**src/rtl/led_seq_ctrl.sv**
```systemverilog
// LED pattern sequencer: queues {mode, count} commands in a small FIFO and plays
// each one as a stepped LED pattern, with a blank gap between commands.
module led_seq_ctrl #(
  parameter int TICK_DIV   = 10,
  parameter int FIFO_DEPTH = 4
) (
  input  logic       clk,
  input  logic       rstn,
  input  logic [1:0] inSwitch,
  input  logic [3:0] repeatCnt,
  input  logic       valid,
  output logic       ready,
  output logic       busy,
  output logic       outBit1,
  output logic       outBit2,
  output logic       outBit3,
  output logic       outBit4
);

  localparam int AW = $clog2(FIFO_DEPTH);
  localparam int TW = $clog2(TICK_DIV);
  localparam logic [TW-1:0] TICK_LAST = TW'(TICK_DIV - 1);
  localparam logic [AW:0]   FIFO_FULL = (AW + 1)'(FIFO_DEPTH);

  typedef enum logic [1:0] {
    IDLE,
    LOAD,
    PLAY,
    GAP
  } SeqState;

  SeqState state, stateNext;

  logic [5:0]    fifoMem [FIFO_DEPTH];
  logic [AW-1:0] wrPtr, rdPtr;
  logic [AW:0]   fifoCount;
  logic          fifoEmpty, push, pop;
  logic [1:0]    headMode;
  logic [4:0]    headCount;

  logic [1:0]    mode, modeNext;
  logic [4:0]    stepCount, countNext;
  logic [4:0]    stepIdx, stepNext, stepInc;
  logic [TW-1:0] tickCnt, tickNext;
  logic          tickDone;
  logic [3:0]    leds, ledsNext;

  function automatic logic [3:0] patternFor(input logic [1:0] m, input logic [4:0] k);
    case (m)
      2'b00:   patternFor = k[0] ? 4'b0000 : 4'b1111;
      2'b01:   patternFor = 4'b0001 << k[1:0];
      2'b10:   patternFor = 4'b1000 >> k[1:0];
      default: patternFor = k[3:0];
    endcase
  endfunction

  assign ready     = (fifoCount != FIFO_FULL);
  assign fifoEmpty = (fifoCount == '0);
  assign push      = valid && ready;
  assign pop       = (state == LOAD);
  assign headMode  = fifoMem[rdPtr][5:4];
  // A stored count of zero stands for a full 16-step run
  assign headCount = (fifoMem[rdPtr][3:0] == 4'd0) ? 5'd16 : {1'b0, fifoMem[rdPtr][3:0]};

  always_ff @(posedge clk) begin
    if (rstn && push) begin
      fifoMem[wrPtr] <= {inSwitch, repeatCnt};
    end
  end

  always_ff @(posedge clk) begin
    if (!rstn) begin
      wrPtr     <= '0;
      rdPtr     <= '0;
      fifoCount <= '0;
    end else begin
      if (push) wrPtr <= wrPtr + 1'b1;
      if (pop)  rdPtr <= rdPtr + 1'b1;
      case ({push, pop})
        2'b10:   fifoCount <= fifoCount + 1'b1;
        2'b01:   fifoCount <= fifoCount - 1'b1;
        default: fifoCount <= fifoCount;
      endcase
    end
  end

  always_ff @(posedge clk) begin
    if (!rstn) begin
      state     <= IDLE;
      mode      <= '0;
      stepCount <= '0;
      stepIdx   <= '0;
      tickCnt   <= '0;
      leds      <= '0;
    end else begin
      state     <= stateNext;
      mode      <= modeNext;
      stepCount <= countNext;
      stepIdx   <= stepNext;
      tickCnt   <= tickNext;
      leds      <= ledsNext;
    end
  end

  assign tickDone = (tickCnt == TICK_LAST);
  assign stepInc  = stepIdx + 5'd1;

  always_comb begin
    stateNext = state;
    modeNext  = mode;
    countNext = stepCount;
    stepNext  = stepIdx;
    tickNext  = tickCnt;
    ledsNext  = leds;
    case (state)
      IDLE: begin
        ledsNext = 4'b0000;
        if (!fifoEmpty) stateNext = LOAD;
      end
      LOAD: begin
        modeNext  = headMode;
        countNext = headCount;
        stepNext  = '0;
        tickNext  = '0;
        ledsNext  = patternFor(headMode, 5'd0);
        stateNext = PLAY;
      end
      PLAY: begin
        if (tickDone) begin
          tickNext = '0;
          stepNext = stepInc;
          if (stepInc == stepCount) begin
            ledsNext  = 4'b0000;
            stateNext = GAP;
          end else begin
            ledsNext = patternFor(mode, stepInc);
          end
        end else begin
          tickNext = tickCnt + 1'b1;
        end
      end
      GAP: begin
        if (tickDone) begin
          tickNext  = '0;
          stateNext = fifoEmpty ? IDLE : LOAD;
        end else begin
          tickNext = tickCnt + 1'b1;
        end
      end
      default: stateNext = IDLE;
    endcase
  end

  assign busy = (state != IDLE);
  assign {outBit4, outBit3, outBit2, outBit1} = leds;

endmodule
```
**config.mk**
```make
export PLATFORM = sky130hd
export DESIGN_NAME = led_seq_ctrl
export DESIGN_NICKNAME = d
export VERILOG_FILES = /design/src/rtl/led_seq_ctrl.sv
export SDC_FILE = /design/constraint.sdc
export NUM_CORES = 1
export LEC_CHECK = 0
export BUFFER_PORTS_ARGS = -buffer_cell sky130_fd_sc_hd__buf_2
export CAP_MARGIN = 0
export CORE_ASPECT_RATIO = 0.9
export CORE_MARGIN = 5
export CORE_UTILIZATION = 42
export CTS_BUF_LIST = sky130_fd_sc_hd__clkbuf_16
export CTS_CLUSTER_DIAMETER = 120
export DETAILED_ROUTE_END_ITERATION = 6
export GPL_ROUTABILITY_DRIVEN = 0
export GPL_TIMING_DRIVEN = 0
export HOLD_SLACK_MARGIN = 0.15
export PLACE_DENSITY = 0.65
export SYNTH_ARGS = -nofsm -noshare
export SYNTH_HDL_FRONTEND = slang
export SYNTH_SLANG_ARGS = --single-unit
```
**constraint.sdc**
```tcl
create_clock -name clk -period 2.1 [get_ports clk]
set_input_delay 0.63 -clock clk [delete_from_list [all_inputs] [get_ports clk]]
set_output_delay 0.63 -clock clk [all_outputs]
set_load 0.03 [all_outputs]
```
; After elaboration in Yosys (flattened, before gate mapping)
; Memories as Yosys holds them, arrays and structs flattened. A register that Yosys moved wholly into a read port is not among the register bits.
; Index checks and enable logic that the tools add are counted.
[totals]
register_bits = 29
ram_bits = 24
input_bits = 9
wordCells = 72
n_memories = 1
[mem_list]
columns = name, depth, word_bits, read_ports, rd_ports_with_merged_regs, wr, line_no
row1 = fifoMem, 4, 6, 1, 1, 1, 34  ; logic [5:0] fifoMem [FIFO_DEPTH];
[op_classes]
add_sub_neg = 6
eq_ne = 16
shifts = 2
n_mux = 22
n_reduce_logical = 16
[op_table]
columns = op, n
row1 = $pmux 4 s3, 3
row2 = $mux 4, 4
row3 = $mux 2, 6
row4 = $eq 2x2->1 const B, 5
row5 = $mux 5, 2
row6 = $pmux 5 s2, 1
row7 = $eq 2x1->1 const B, 4
row8 = $ne 2x2->1 const B, 4
row9 = $pmux 2 s4, 1
row10 = $pmux 4 s2, 1
row11 = $reduce_bool 2->1, 4
row12 = $logic_not 2->1, 3
row13 = $pmux 3 s2, 1
row14 = $add 5x1->5 const B, 1
row15 = $eq 5x5->1, 1
row16 = $add 2x1->2 const B, 2
row17 = $add 4x1->4 const B, 1
row18 = $eq 4x4->1 const B, 1
row19 = $logic_not 4->1, 1
row20 = $reduce_and 2->1, 2
row21 = $reduce_and 4->1, 1
row22 = $shl 1x2->4 const A, 1
row23 = $shr 4x2->4 const A, 1
row24 = $add 3x1->3 const B, 1
row25 = other kinds (7), 10

; Logic depth before layout (Yosys ltp)
[depth]
ltp_word = 6
ltp_mapped = 11
mapped_depth_nobuf = 10

; Least setup slack after synthesis
; OpenSTA, ideal clock, no wires.
[synth_path]
kind = register -> register
start = register fifoCount[0]
end = register fifoCount[2]
setup_ps = 71
arrival_ps = 2278
t_required_ps = 2029
slack_ps = -248
stages_incl_launch_ff = 12
period_less_slack_ps = 2348
cell_sequence = dfxtp_1 > inv_2 > nand3_1 > and2_1 > clkbuf_1 > inv_2 > ha_1 > inv_1 > fa_1 > xor2_1 > or3_1 > a21oi_1
[synth_via]
elab_chain_len = 4
[synth_rtl]
columns = element, line_no
row1 = start: declaration, 36  ; logic [AW:0] fifoCount;
row2 = start signal: assignment, 80  ; 2'b10: fifoCount <= fifoCount + 1'b1;
row3 = start signal: assignment, 81  ; 2'b01: fifoCount <= fifoCount - 1'b1;
row4 = start signal: assignment, 82  ; default: fifoCount <= fifoCount;
row5 = $ne 3x3->1 *, 57  ; assign ready = (fifoCount != FIFO_FULL);
row6 = via ready, 12  ; output logic ready,
row7 = $logic_and 1x1->1 *, 59  ; assign push = valid && ready;
row8 = $eq 2x1->1 or $eq 2x2->1 (tied branches), 79  ; case ({push, pop})
row9 = $pmux 3 s2 or $reduce_bool 2->1 (tied branches), n/a
; Mark *: on every way through the listed nets, which the timed path passes. The rest lies on a longest branch.
; A chain may end at the register's enable or synchronous reset.

; Worst setup path in the final report
[layout_path]
start = register fifoCount[0]
end = register fifoCount[2]
[layout_via]
elab_chain_len = 4
[layout_rtl]
columns = element, line_no
row1 = $ne 3x3->1, 57
row2 = $logic_and 1x1->1, 59
row3 = $eq 2x1->1 or $eq 2x2->1 (tied branches), 79
row4 = $pmux 3 s2 or $reduce_bool 2->1 (tied branches), n/a
; Several ways; a longest one is shown, not always the timed one.

==> impl_results.md <==
- Most frequent cells in the layout: 27 x dfxtp_1, 26 x nor2_1, 24 x edfxtp_1
- Leakage power: ~1.2 nW
- Post-synth EDFFs: 24
- Final worst-path cycle share: 96.2%
- Biggest area consumer among synthesized cells: edfxtp_1
- Syn Nets: around 250
- Post-synthesis cell area: 2670 um2
- Max Slew Vio Count: 0
- Max frequency: 495 MHz
- Pwr dens: around 1200 nW/um2
- Via density: roughly 5.0
- Rel. slew slack: ~54%
- Pre-CTS setup slack: -0.152 ns
- CTS tree: yes
- Gr ovfl total: 0
- GRT Overall Usage: between 10% and 20%
- Wire length per cell: between 10 and 15 um
- Die area: a little over 8000 um2
- Synth warn: 0
- Vias in the first global route: approximately 1700
- Die height: approximately 86 um
- IO Port Bufs: 13
- Sink Count: between 50 and 60
- First-pass GRT wire length: 8190 um
- Clock buffer depth: 2
- Most common cell after layout, fill and taps aside: dfxtp_1
- DRT Pass-1 Iters: 4
- Tmin final: 2.02 ns
- # IOs: 15
- Critical path type: reg2reg
- Netlist cell types: 44
- Fin nets: between 200 and 300
- Setup Skew: 0.00532 ns
- Synth async-reset ratio: 0%
- DRC viols: 0
- Fill cells: between 500 and 600
- RSZ-0062 raised after global routing: yes
- WP data arrival: 2.24 ns
- Max FO, Critical Path: 7
- Req. time, crit path: 2.32 ns
- Final Routed Wirelength: between 4000 and 5000 um
- ANT nets after route: 0
- CTS root buf: clkbuf_16
- Initial antenna violation count: 0
- Worst setup margin: 0.0801 ns
- Starting density of the core: 43.4%
- DR vias: between 1500 and 2000
- Largest net degree at the start of global routing: 20
- Peak VDD IR: 0.782 mV
- Reg clk slew, reported paths: roughly 0.070 ns
- Post-Syn Instances: between 200 and 250
- Slew @ Worst Pin: roughly 0.69 ns
- Area Growth Syn to Fin: 16.9%
- Hold buffers post-CTS: 0
- Synth Register Bits: 55
- Ant. Diodes: 0
- Final Core Density: roughly half
- CP Launch Type: flop
- # setup viols final: 0
- Final hold vios: 0
- Status: finished, final reports clean
- Core area: just over 6000 um2
- FF+latch area: around 1300 um2
- Layout cells sized above 1: a little over a fifth
- Hold Path Class: reg2reg
- Clock Latency Late Sink: 0.29 ns
- H-tree depth: 2
- Clock buffer count from CTS: 5
- Initial DRC Count: 140
- Max_cap viols: 0
- Synth top area share: between 20% and 30%
- Placement row count: 27
- Footprint of the multi-input gates: approximately 1300 um2
- Post-Syn Area per Cell: 11.7 um2
- Die Width: roughly 94 um
- DPL Wire Length: ~3500 um
- Sequential area share after synthesis: roughly half
- Crit. End Element: flop
- Top_reg_cell synth: dfxtp_1
- Largest cells by area after synthesis: edfxtp_1 27%, dfxtp_1 23%, ha_1 7.5%
## layout make-up
class	instances	area share, %
clock inverter	3	1.60
buffer	10	1.72
tap	87	3.49
multi-input combinational	149	41.7
timing repair buffer	16	2.81
clock buffer	5	4.01
inverter	13	1.56
sequential	55	43.1
## logic make-up (layout without fill, tap and decap cells)
family	after synthesis	in the layout	share of synthesized area (%)
simple gates	67	67	11.4
flops	55	55	50.2
compound gates	27	27	7.83
buf+inv	24	47	3.47
mux	23	23	13.0
fa+ha+maj	17	17	8.25
xor+xnor	15	15	5.81
## per-layer routing
layer | part of all wire [%] | track usage, % | wire length (um) | up-vias
li1 | - | - | - | 852
met1 | 49 | 18.7 | 2350 | 817
met2 | 46 | 19.6 | 2190 | 26
met3 | 4.2 | 3.42 | 201 | 8
met4 | 1.3 | 3.94 | 63 | 0
met5 | 0 | 0 | 0 | -
## registers in the layout, summed over array words and instances, names as in the netlist, named ones only
register	cells
fifoCount	3
fifoMem	24
leds	4
mode	2
rdPtr	2
state	2
stepCount	5
stepIdx	5
tickCnt	4
wrPtr	2
## through the flow
stage	hold WS (ns)	std cells	total power [mW]	setup TNS [ns]	area (um2)
2_1_floorplan	0.453	228	2.33	0	2710
3_3_place_gp	0.473	328	2.55	-0.255	2880
3_5_place_dp	0.489	328	2.57	-0.323	2880
4_1_cts	0.499	336	3.57	0	3070
5_1_grt	0.523	338	3.87	-0.0309	3120
6_report	0.492	338	3.63	0	3120
## power by group
group          switching, mW  total (mW)  internal, mW
clock network          0.401       0.977         0.576
logic                  0.675        1.27         0.597
registers              0.114        1.38          1.27
total                   1.19        3.63          2.44
## synth_stat cells, drive strengths merged (2+ instances only)
master,instances
edfxtp,24
nor2,27
a21oi,11
buf,5
xor2,7
xnor2,7
inv,13
and3,5
and2,2
nand2,17
nand3,7
ha,16
or3,3
a22oi,2
o21ai,5
dfxtp,31
mux4,9
mux2i,13
clkbuf,6
## final timing paths
check,from,to,slack [ns],cells past startpoint
min,stepIdx[4],stepIdx[4],0.49,2
max reg2reg,fifoCount[0],fifoCount[2],0.08,11
max,fifoCount[0],fifoCount[2],0.08,11
min reg2reg,stepIdx[4],stepIdx[4],0.49,2
## worst max-delay path: stages (launching register included)
cell	delay, ns
dfxtp_2	0.34
inv_2	0.08
nand3_4	0.07
and2_1	0.16
clkbuf_8	0.15
inv_2	0.08
ha_4	0.13
inv_1	0.04
fa_2	0.33
xor2_1	0.16
or3_1	0.31
a21oi_1	0.12
## timing repair
| item | CTS | global route |
|---|---|---|
| resized for setup | 4 | 8 |
| pin swaps | 2 | 3 |
| endpoints found under the hold margin | 0 | 0 |
| setup endpoints to repair | 4 | 7 |
| setup buffers | 1 | 2 |
(Power assumes the default switching activity.)
